**src/rtl/intc_pkg.sv**
```systemverilog
// Shared types and constants for the interrupt sequencer: FSM states,
// the opcodes that block an issue, and the default vector base.
package intc_pkg;

  typedef enum logic [1:0] {
    ST_IDLE    = 2'd0,
    ST_ISSUE   = 2'd1,
    ST_SERVICE = 2'd2
  } state_e;

  localparam logic [5:0]  RET_OP           = 6'b010000;
  localparam logic [2:0]  JMP_CLASS        = 3'b011;
  localparam logic [15:0] VEC_BASE_DEFAULT = 16'hF000;
  localparam int          NEST_DEPTH       = 3;

  // An interrupt may not be taken while a jump or return owns the PC path.
  function automatic logic op_blocks_irq(input logic [5:0] op);
    return (op[5:3] == JMP_CLASS) || (op == RET_OP);
  endfunction

endpackage

```
**src/rtl/intc_prio_enc.sv**
```systemverilog
// 4-to-2 fixed-priority encoder, bit 0 wins; vld flags a non-empty request set.
module intc_prio_enc (
  input  logic [3:0] req,
  output logic [1:0] idx,
  output logic       vld
);

  always_comb begin
    idx = 2'd0;
    vld = |req;
    if (req[0])      idx = 2'd0;
    else if (req[1]) idx = 2'd1;
    else if (req[2]) idx = 2'd2;
    else if (req[3]) idx = 2'd3;
  end

endmodule

```
**src/rtl/intc_sequencer.sv**
```systemverilog
// Interrupt sequencer: edge-detects 4 sources, masks, prioritises and issues a
// one-cycle vectored interrupt; define INTC_NESTING_EN for preemption with a 3-deep stack.
module intc_sequencer
  import intc_pkg::*;
#(
  parameter logic [15:0] VEC_BASE  = VEC_BASE_DEFAULT,
  parameter int          VEC_SHIFT = 4
) (
  input  logic        clk,
  input  logic        reset,
  input  logic [3:0]  irq_req,
  input  logic        mask_wr,
  input  logic [3:0]  mask_data,
  input  logic [5:0]  op,
  output logic        interrupt,
  output logic [15:0] vector,
  output logic        irq_active,
  output logic [1:0]  irq_id,
  output logic [3:0]  pending
);

  state_e     state_q, state_d;
  logic [3:0] irq_s_q, irq_s_d;
  logic [3:0] irq_p_q, irq_p_d;
  logic [3:0] pending_q, pending_d;
  logic [3:0] mask_q, mask_d;
  logic [1:0] irq_id_q, irq_id_d;

  logic [3:0] eligible;
  logic [1:0] win_idx;
  logic       win_vld;
  logic       blocked;
  logic       launch;

  assign eligible = pending_q & ~mask_q;
  assign blocked  = op_blocks_irq(op);

  intc_prio_enc u_prio_enc (
    .req (eligible),
    .idx (win_idx),
    .vld (win_vld)
  );

`ifdef INTC_NESTING_EN
  logic [1:0] stk_q [NEST_DEPTH];
  logic [1:0] stk_d [NEST_DEPTH];
  logic [1:0] stk_cnt_q, stk_cnt_d;
  logic       push, pop;
`endif

  always_ff @(posedge clk or posedge reset) begin
    if (reset) state_q <= ST_IDLE;
    else       state_q <= state_d;
  end

  always_comb begin
    state_d = state_q;
    launch  = 1'b0;
`ifdef INTC_NESTING_EN
    push    = 1'b0;
    pop     = 1'b0;
`endif
    case (state_q)
      ST_IDLE: begin
        if (win_vld && !blocked) begin
          state_d = ST_ISSUE;
          launch  = 1'b1;
        end
      end
      ST_ISSUE: state_d = ST_SERVICE;
      ST_SERVICE: begin
`ifdef INTC_NESTING_EN
        if (op == RET_OP) begin
          if (stk_cnt_q != 2'd0) pop = 1'b1;
          else                   state_d = ST_IDLE;
        end else if (win_vld && !blocked && (win_idx < irq_id_q)) begin
          state_d = ST_ISSUE;
          launch  = 1'b1;
          push    = 1'b1;
        end
`else
        if (op == RET_OP) state_d = ST_IDLE;
`endif
      end
      default: state_d = ST_IDLE;
    endcase
  end

  always_comb begin
    interrupt  = (state_q == ST_ISSUE);
    irq_active = (state_q != ST_IDLE);
    irq_id     = irq_id_q;
    pending    = pending_q;
    vector     = interrupt ? (VEC_BASE + (16'(irq_id_q) << VEC_SHIFT)) : 16'h0000;
  end

  // Two-stage sample: a rise seen at one edge lands in pending on the next.
  always_comb begin
    irq_s_d   = irq_req;
    irq_p_d   = irq_s_q;
    mask_d    = mask_wr ? mask_data : mask_q;
    pending_d = pending_q;
    if (launch) pending_d[win_idx] = 1'b0;
    pending_d = pending_d | (irq_s_q & ~irq_p_q);
    irq_id_d  = irq_id_q;
    if (launch) irq_id_d = win_idx;
`ifdef INTC_NESTING_EN
    else if (pop) irq_id_d = stk_q[stk_cnt_q - 2'd1];
`endif
  end

  always_ff @(posedge clk or posedge reset) begin
    if (reset) begin
      irq_s_q   <= 4'h0;
      irq_p_q   <= 4'h0;
      pending_q <= 4'h0;
      mask_q    <= 4'hF;
      irq_id_q  <= 2'd0;
    end else begin
      irq_s_q   <= irq_s_d;
      irq_p_q   <= irq_p_d;
      pending_q <= pending_d;
      mask_q    <= mask_d;
      irq_id_q  <= irq_id_d;
    end
  end

`ifdef INTC_NESTING_EN
  always_comb begin
    stk_d     = stk_q;
    stk_cnt_d = stk_cnt_q;
    if (push && (stk_cnt_q != 2'd3)) begin
      stk_d[stk_cnt_q] = irq_id_q;
      stk_cnt_d        = stk_cnt_q + 2'd1;
    end else if (pop) begin
      stk_cnt_d = stk_cnt_q - 2'd1;
    end
  end

  always_ff @(posedge clk or posedge reset) begin
    if (reset) begin
      stk_cnt_q <= 2'd0;
      for (int i = 0; i < NEST_DEPTH; i++) stk_q[i] <= 2'd0;
    end else begin
      stk_cnt_q <= stk_cnt_d;
      stk_q     <= stk_d;
    end
  end

  // Only four priority levels exist, so at most three ids are ever saved.
  a_no_overflow: assert property (@(posedge clk) disable iff (reset)
                                  push |-> (stk_cnt_q != 2'd3));
`endif

endmodule

```
**config.mk**
```make
export PLATFORM = sky130hd
export DESIGN_NAME = intc_sequencer
export DESIGN_NICKNAME = d
export VERILOG_FILES = /design/src/rtl/intc_pkg.sv /design/src/rtl/intc_prio_enc.sv /design/src/rtl/intc_sequencer.sv
export SDC_FILE = /design/constraint.sdc
export NUM_CORES = 1
export LEC_CHECK = 0
export BUFFER_PORTS_ARGS = -buffer_cell sky130_fd_sc_hd__clkbuf_2
export CAP_MARGIN = 0
export CORE_MARGIN = 4
export CORE_UTILIZATION = 41
export DETAILED_ROUTE_END_ITERATION = 6
export PLACE_DENSITY_LB_ADDON = 0.3
export RECOVER_POWER = 50
export REMOVE_ABC_BUFFERS = 1
export SLEW_MARGIN = 5
export SYNTH_ARGS = -nofsm -noshare
export SYNTH_HDL_FRONTEND = slang
export SYNTH_HIERARCHICAL = 1
export SYNTH_SLANG_ARGS = --single-unit
```
**constraint.sdc**
```tcl
create_clock -name clk -period 1.9 [get_ports clk]
set_clock_uncertainty 0.05 [all_clocks]
set_input_delay 0.38 -clock clk [delete_from_list [all_inputs] [get_ports clk]]
set_output_delay 0.38 -clock clk [all_outputs]
set_load 0.005 [all_outputs]
```
Word-level counts from Yosys, hierarchy flattened. Cells that the tools add are included.

Add/sub/neg operators: 1. Multipliers: 0. Div/mod/pow operators: 0. Magnitude comparators: 2. Equal/unequal tests: 6. Shifts and indexed selects: 0. Multiplexer cells: 13. Bitwise gates (word level): 7. Reduce and logical (&&, ||, !) cells: 8.

Operators by type and width (number): $mux W16 (1); $add A13 B7 Y14 const A (1); $and A4 B4 Y4 (3); $mux W2 (6); $not A4 Y4 (3); $eq A6 B5 Y1 const B (1); $pmux W2 S3 (1); $mux W4 (1); $ne A2 B2 Y1 const B (2); $or A4 B4 Y4 (1); $reduce_or A4 Y1 (1); $eq A3 B2 Y1 const B (1); $lt A2 B3 Y1 const B (1); $mux W1 (3); $demux W1 S2 (1); $eq A2 B1 Y1 const B (1); $eq A2 B2 Y1 const B (1); $ge A2 B1 Y1 const B (1); $logic_and A1 B1 Y1 (2); $logic_not A2 Y1 (1); $reduce_and A2 Y1 (1); $reduce_bool A2 Y1 (1); $logic_not A1 Y1 (1); $logic_or A1 B1 Y1 (1).

Register bits after elaboration: 20. Latch bits: 0. RAM bits: 0. Memory bits (read-only): 0. Input bits: 17. Output and inout port bits: 24. Word-level logic and storage cells: 43. Memories: 0.

Logic depth before layout (Yosys ltp). Gate-level depths: netlist (run 1).

Depth after elaboration: 14. Gate-level depth with buffers: 6. Mapped depth without buffers: 6.

Cells and area by module. The synthesis (run 1) kept the hierarchy.

By module, submodules not included: intc_sequencer (instances 1, cells an instance 75, area an instance 899.6 µm², seq. area each 505.5 µm²); intc_prio_enc (instances 1, cells an instance 7, area an instance 35.0 µm², seq. area each 0.0 µm²).

Least setup slack after synthesis (run 1). No wires, ideal clock.

Kind: register to register. From: register pending_q[0], in the netlist pending[0]. To: register irq_id_q[0], in the netlist irq_id[0]. Setup time: 128 ps. Arrival: 1665 ps. Data required time: 1722 ps. Setup slack: 57 ps. Stages on the path, launching flop included: 7. Buffers on the path: 0. Clock period less this slack: 1843 ps. Cell sequence: dfrtp_1 > nor2b_1 > nor2_1 > nand2_1 > or3b_4 > a211oi_4 > mux2_1.

Word-level cells in the longest chain between the ends: 5. Elaborated cells between the ends (all ways): 6. Classes of those cells: mux: 3; bitwise: 1; reduce/logical: 2.

RTL lines: start, declared (RTL line intc_sequencer.sv:25) `logic [3:0] pending_q, pending_d;`; start signal, assigned (RTL line intc_sequencer.sv:122) `pending_q <= pending_d;`; $and A4 B4 Y4 (RTL line intc_sequencer.sv:35) `assign eligible = pending_q & ~mask_q;`; named net eligible[0] (RTL line intc_sequencer.sv:29) `logic [3:0] eligible;`; $reduce_or A4 Y1 (RTL line intc_prio_enc.sv:10) `vld = |req;`; named net win_vld (RTL line intc_sequencer.sv:31) `logic win_vld;`; $logic_and A1 B1 Y1 (RTL line intc_sequencer.sv:65) `if (win_vld && !blocked) begin`; $mux W1 (RTL line intc_sequencer.sv:65); $mux W1 (RTL line intc_sequencer.sv:63) `case (state_q)`; end signal, assigned (RTL line intc_sequencer.sv:124) `irq_id_q <= irq_id_d;`; end, declared (RTL line intc_sequencer.sv:27) `logic [1:0] irq_id_q, irq_id_d;`.

The timed path passes the listed nets, and every way through them passes these cells. A chain may end at the register's enable or synchronous reset.

Worst setup path after layout (run 1).
From: register pending_q[2], in the netlist pending[2]. To: register irq_id_q[1], in the netlist irq_id[1].

Same word-level chain as after synthesis.

==> results of run 1 <==
[per-stage QoR]
step | total power, mW | worst slack (ns) | TNS [ns] | util
5_1_grt | 1.512 | -0.03816 | -0.07372 | 0.5226
3_3_place_gp | 1.096 | 0.1070 | 0 | 0.4854
6_report | 1.410 | 0.08340 | 0 | 0.5226
4_1_cts | 1.352 | 0.04957 | 0 | 0.5020
2_1_floorplan | 0.8791 | 0.05724 | 0 | -
3_5_place_dp | 1.108 | 0.07444 | 0 | 0.4854
[sequential cells by signal (all words and copies together) (netlist names)]
| name | flops |
|---|---|
| pending | 4 |
| state_q | 2 |
| mask_q | 4 |
| irq_id | 2 |
| irq_p_q | 4 |
| irq_p_d | 4 |
[per-layer routing]
| metal | global-route usage | share of wire | wire (um) | vias up |
|---|---|---|---|---|
| li1 | - | - | - | 311 |
| met1 | 0.1319 | 0.43 | 712 | 300 |
| met2 | 0.1757 | 0.44 | 733 | 33 |
| met3 | 0.02552 | 0.10 | 165 | 5 |
| met4 | 0.07292 | 0.026 | 43 | 0 |
| met5 | 0 | 0 | 0 | - |
[what timing repair did]
action	in CTS	in global routing
setup buffers	0	3
resized for setup	0	7
setup endpoints to repair	0	4
[worst register-to-register path, delay by kind of cell (launching register included)]
kind / cells / cell delay [ns]
compound gates: 1 / 0.27
flops: 1 / 0.37
mux: 1 / 0.35
simple gates: 4 / 0.67
[worst max-delay path by stage]
| stage | cells past startpoint | endpoint | from | slack, ns |
|---|---|---|---|---|
| 6_report | 6 | irq_id[1] | pending[2] | 0.08 |
| 5_1_grt | 6 | irq_id[1] | pending[2] | -0.04 |
| 4_1_cts | 6 | irq_id[1] | mask_q[0] | 0.05 |
| 3_5_place_dp | 6 | irq_id[1] | pending[1] | 0.07 |
| 3_3_place_gp | 6 | irq_id[1] | pending[1] | 0.11 |
| 2_1_floorplan | 6 | irq_id[0] | pending[0] | 0.06 |
[where the power goes]
group	switching, mW	leakage (nW)	total [mW]	internal, mW
combinational	0.253	0.321	0.577	0.324
sequential	0.0637	0.225	0.589	0.525
clock	0.128	0.0210	0.245	0.117
[layout by cell type, fill, tap and decap left out, types with 3 or more instances in the layout]
| master | netlist | final |
|---|---|---|
| clkbuf_2 | 0 | 30 |
| dfrtp_1 | 16 | 16 |
| conb_1 | 1 | 10 |
| nor2_1 | 7 | 7 |
| nor2b_1 | 10 | 5 |
| a21oi_1 | 5 | 5 |
| buf_4 | 14 | 5 |
| mux2_2 | 4 | 4 |
| dfstp_2 | 4 | 4 |
| nor2b_2 | 0 | 3 |
| clkbuf_4 | 0 | 3 |
[cell families (layout without fill, tap and decap cells)]
kind of cell    after synthesis  count (layout)  share of synthesized area
flops                        20              20                     0.5408
other cells                   1              10                   0.004012
buf+inv                      16              41                     0.1205
mux                           6               6                    0.07228
compound gates                7               7                    0.05756
simple gates                 32              32                     0.2048
[cell type report]
type	count	area, um^2	share of cell area
Multi-Input combinational cell	55	372.9	0.3257
Clock buffer	4	36.28	0.03169
Inverter	2	7.507	0.006557
Timing Repair Buffer	35	187.7	0.1639
Tap cell	28	35.03	0.03060
Sequential cell	20	505.5	0.4415
==> impl_metrics.ini, run 1 <==
[logic_synthesis]
async_flop_share = 1.000
synth_top_area_frac = 0.4284
ys_seq_elements = 20
yosys_warnings = 6
synth_edf_count = 0
yosys-top-cells-area = dfrtp_1 (43%), buf_4 (11%), dfstp_2 (11%), nor2b_1 (6.7%), mux2_2 (4.8%)
seq_area_frac_synth = 0.5408
synthTopCellsByCount = dfrtp_1 (16), buf_4 (14), nor2b_1 (10), nor2_1 (7), a21oi_1 (5)
synth_most_common_cell = dfrtp_1
syn-cell-area_um2 = 934.6
syn_avg_cell_area_um2 = 11.40
synth_ff_type = dfrtp_1
syn-instance-count = 82
synth.distinct_cells = 21
synth_top_area_cell = dfrtp_1

[timing]
min_period_over_period = 0.9561
maxSlewHeadroom = 0.5104
hold_viol = 0
max_freq_mhz = 550.5
drv_slew = 0
min_period_ns = 1.817
setup_viol = 0
rsz0062_at_grt = true
hold_slack_ns = 0.1154
worst_pin_slew_ns = 0.7336

[cts]
cts_buffer_depth = 2
clk_latency_ns = 0.30
cts_buffers = 3
ctsHoldBuffers = 0
clk_pin_slew_ns = 0.11
cts_root_buf = clkbuf_4
cts_sinks = 20
cts_max_level = 1
tritoncts = done

[global_route]
first_global_vias = 596
grtUsageTotal = 0.1102
gr-total-overflow = 0
grt_pass1_wl_mm = 2.697
grt_max_degree = 21
antenna_found_initial = 0

[finish]
final_design_area_no_fill_um2 = 1145
antennaDiodeCount = 0
area_delta_synth_final_pct = 22.49
nets = 134
fin_cells = 144
drive_gt1_frac = 0.5000
nFillCells = 197

[critical_path]
critPathRequiredTime_ns = 2.04
crit_path_max_incr_delay_ns = 0.38
path_max_fanout = 3
slowest_stage = or3b_4
crit_family = simple AND/OR/NAND/NOR gates
reg2reg_depth = 6
crit_path_end_kind = flop
path_class = reg2reg
path_cells = nor2b_2 > nor2_1 > nand2_1 > or3b_4 > a211oi_4 > mux2_1
cp-start-kind = flop
rr_endpoint = irq_id[1]
cp_num_buf_inv = 0
arrival_ns = 1.96
r2r_start = pending[2]
r2r_setup_slack_ns = 0.08

[hold_path]
hold_class = in2async

[drt]
wire_per_inst_um = 11.49
drtIter0Drc = 16
ant_nets = 0
drt_wl_total_mm = 1.655
drc = 0
via_per_inst = 4.507
firstDrtPassIters = 3
via_count = 649

[die]
die_area_um2 = 3108
num_rows = 17
start_util = 0.4266
die_y_um = 55.75
coreArea_um2 = 2191
die_w_um = 55.75
ios = 41

[pwr]
power.density_nw_per_um2 = 1232
vdd_drop_max_mv = 0.7033
leakagePower_nw = 0.5664

[placement]
dp_hpwl_mm = 1.274
place_area_um2 = 1064
routabilityCongestion = 0.7139
io_buffers = 30
place_inst = 137

[status]
outcome = finished, final reports clean

[flow_run]
drv_cap = 0
Note: power is estimated with default switching activity, not from simulation.
==> run 2, diff against run 1 <==
--- a/config.mk
+++ b/config.mk
@@ -7,6 +7,7 @@
 export LEC_CHECK = 0
 export BUFFER_PORTS_ARGS = -buffer_cell sky130_fd_sc_hd__clkbuf_2
 export CAP_MARGIN = 0
+export CORE_ASPECT_RATIO = 1.2
 export CORE_MARGIN = 4
 export CORE_UTILIZATION = 41
 export DETAILED_ROUTE_END_ITERATION = 6
==> run 2 against run 1 <==
  * Non-clock buffer count shrank 3
  * Global-route usage about the same
  * Maximum frequency grew 1.6%
  * Cell count decreased by 0.69%
  * Largest power group unchanged
==> impl_metrics.ini, run 2 (synthesized netlist as in run 1, its figures left out) <==
[critical_path]
reg2reg_depth = 6
slowest_stage = or3b_4
path_class = reg2reg
crit_family = simple AND/OR/NAND/NOR gates
arrival_ns = 1.93
cp_num_buf_inv = 0
r2r_setup_slack_ns = 0.11
critPathRequiredTime_ns = 2.04
path_max_fanout = 3
rr_endpoint = irq_id[1]
crit_path_max_incr_delay_ns = 0.38
startpoint = pending[0]
cp-start-kind = flop
r2r_start = pending[0]
path_cells = nor2b_2 > nor2_1 > nand2_1 > or3b_4 > a211oi_4 > mux2_1
crit_path_end_kind = flop

[status]
outcome = finished, final reports clean

[drt]
via_count = 640
via_per_inst = 4.476
wire_per_inst_um = 11.62
firstDrtPassIters = 4
drt_wl_total_mm = 1.662
ant_nets = 0
drc = 0
drtIter0Drc = 5

[pwr]
power.switching_uw = 424.5
vdd_drop_max_mv = 0.5170
leakagePower_nw = 0.5395
internal-power_uw = 887.0
p_clk_frac = 0.154
power.density_nw_per_um2 = 1184
seq_power_share = 0.448
p_sw_frac = 0.3237
combPwrFrac = 0.398

[finish]
nets = 131
area_delta_synth_final_pct = 18.47
antennaDiodeCount = 0
final_cell_mix = clkbuf_2 (30), dfrtp_1 (16), conb_1 (10), nor2_1 (7), nor2b_1 (6)
finish.utilization = 0.5231
final_common_cell = clkbuf_2
drive_gt1_frac = 0.4602

[cts]
cts_max_level = 1
cts_buffer_depth = 2
clk_latency_ns = 0.30
tritoncts = done
post_cts_buffers = 0
cts_root_buf = clkbuf_4
cts_buffers = 3
cts_sinks = 20
clk_pin_slew_ns = 0.10

[timing]
min_period_ns = 1.787
setup_viol = 0
maxSlewHeadroom = 0.5176
worst_pin_slew_ns = 0.7228
tns_ns = 0
rsz0062_at_grt = false
max_freq_mhz = 559.5
min_period_over_period = 0.9407
hold_viol = 0
drv_slew = 0

[die]
die_area_um2 = 3111
die_w_um = 51.59
coreArea_um2 = 2117
die_y_um = 60.30
ios = 41
start_util = 0.4415
num_rows = 18

[hold_path]
hold_class = in2async

[global_route]
gr-total-overflow = 0
grtUsageTotal = 0.1106
grt_pass1_wl_mm = 2.553
antenna_found_initial = 0
first_global_vias = 583
grt_max_degree = 21

[placement]
dp_hpwl_mm = 1.341
routabilityCongestion = 0.7253
io_buffers = 30

[flow_run]
drv_cap = 0
run 2: cell types whose count changed in the layout (fill, tap and decap cells not counted), sizes merged:
cell / previous run / this run
buf: 5 / 2
run 2: timing repair:
action                     CTS  global route
hold endpoints to repair     0             0
setup endpoints to repair    0             4
hold buffers                 0             0
gates resized for setup      0             5
run 2: per-layer routing:
metal / wire (um) / vias to the layer above / global-route usage
li1: - / 304 / -
met1: 629 / 305 / 0.1288
met4: 34 / 0 / 0.05618
met3: 120 / 5 / 0.01496
met5: 0 / - / 0
met2: 878 / 26 / 0.1982
run 2: worst max-delay path by stage:
stage                endpoint  slack (ns)  cells past startpoint
finish              irq_id[1]        0.11                      6
detailed placement  irq_id[1]        0.07                      6
CTS                 irq_id[1]        0.04                      6
global route        irq_id[0]       0.002                      6
floorplan           irq_id[0]        0.06                      6
global placement    irq_id[1]        0.12                      6
run 2: through the flow:
step                      power [mW]  cells  worst slack [ns]  hold WS [ns]  area [um^2]
after global routing           1.412    143          0.002351        0.1184         1107
after CTS                      1.315    143           0.03931        0.1212         1092
after detailed placement       1.107    139           0.06733        0.3049         1066
final                          1.311    143            0.1127        0.1122         1107
after floorplan               0.8791     77           0.05724        0.2909        863.3
after global placement         1.092    139            0.1228        0.3036         1066
run 2: power by group through the flow:
stage,clock network [mW],logic (mW),registers (mW)
after floorplan,0,0.291,0.588
after global placement,0,0.500,0.592
after detailed placement,0,0.512,0.594
after CTS,0.212,0.517,0.585
after global routing,0.224,0.586,0.602
final,0.202,0.521,0.588
run 2: cell type report:
type | instances | area [um^2]
Fill cell | 207 | 1010
Sequential cell | 20 | 505.5
Multi-Input combinational cell | 55 | 365.4
Timing Repair Buffer | 32 | 165.2
Tap cell | 30 | 37.54
Clock buffer | 4 | 26.28
Inverter | 2 | 7.507
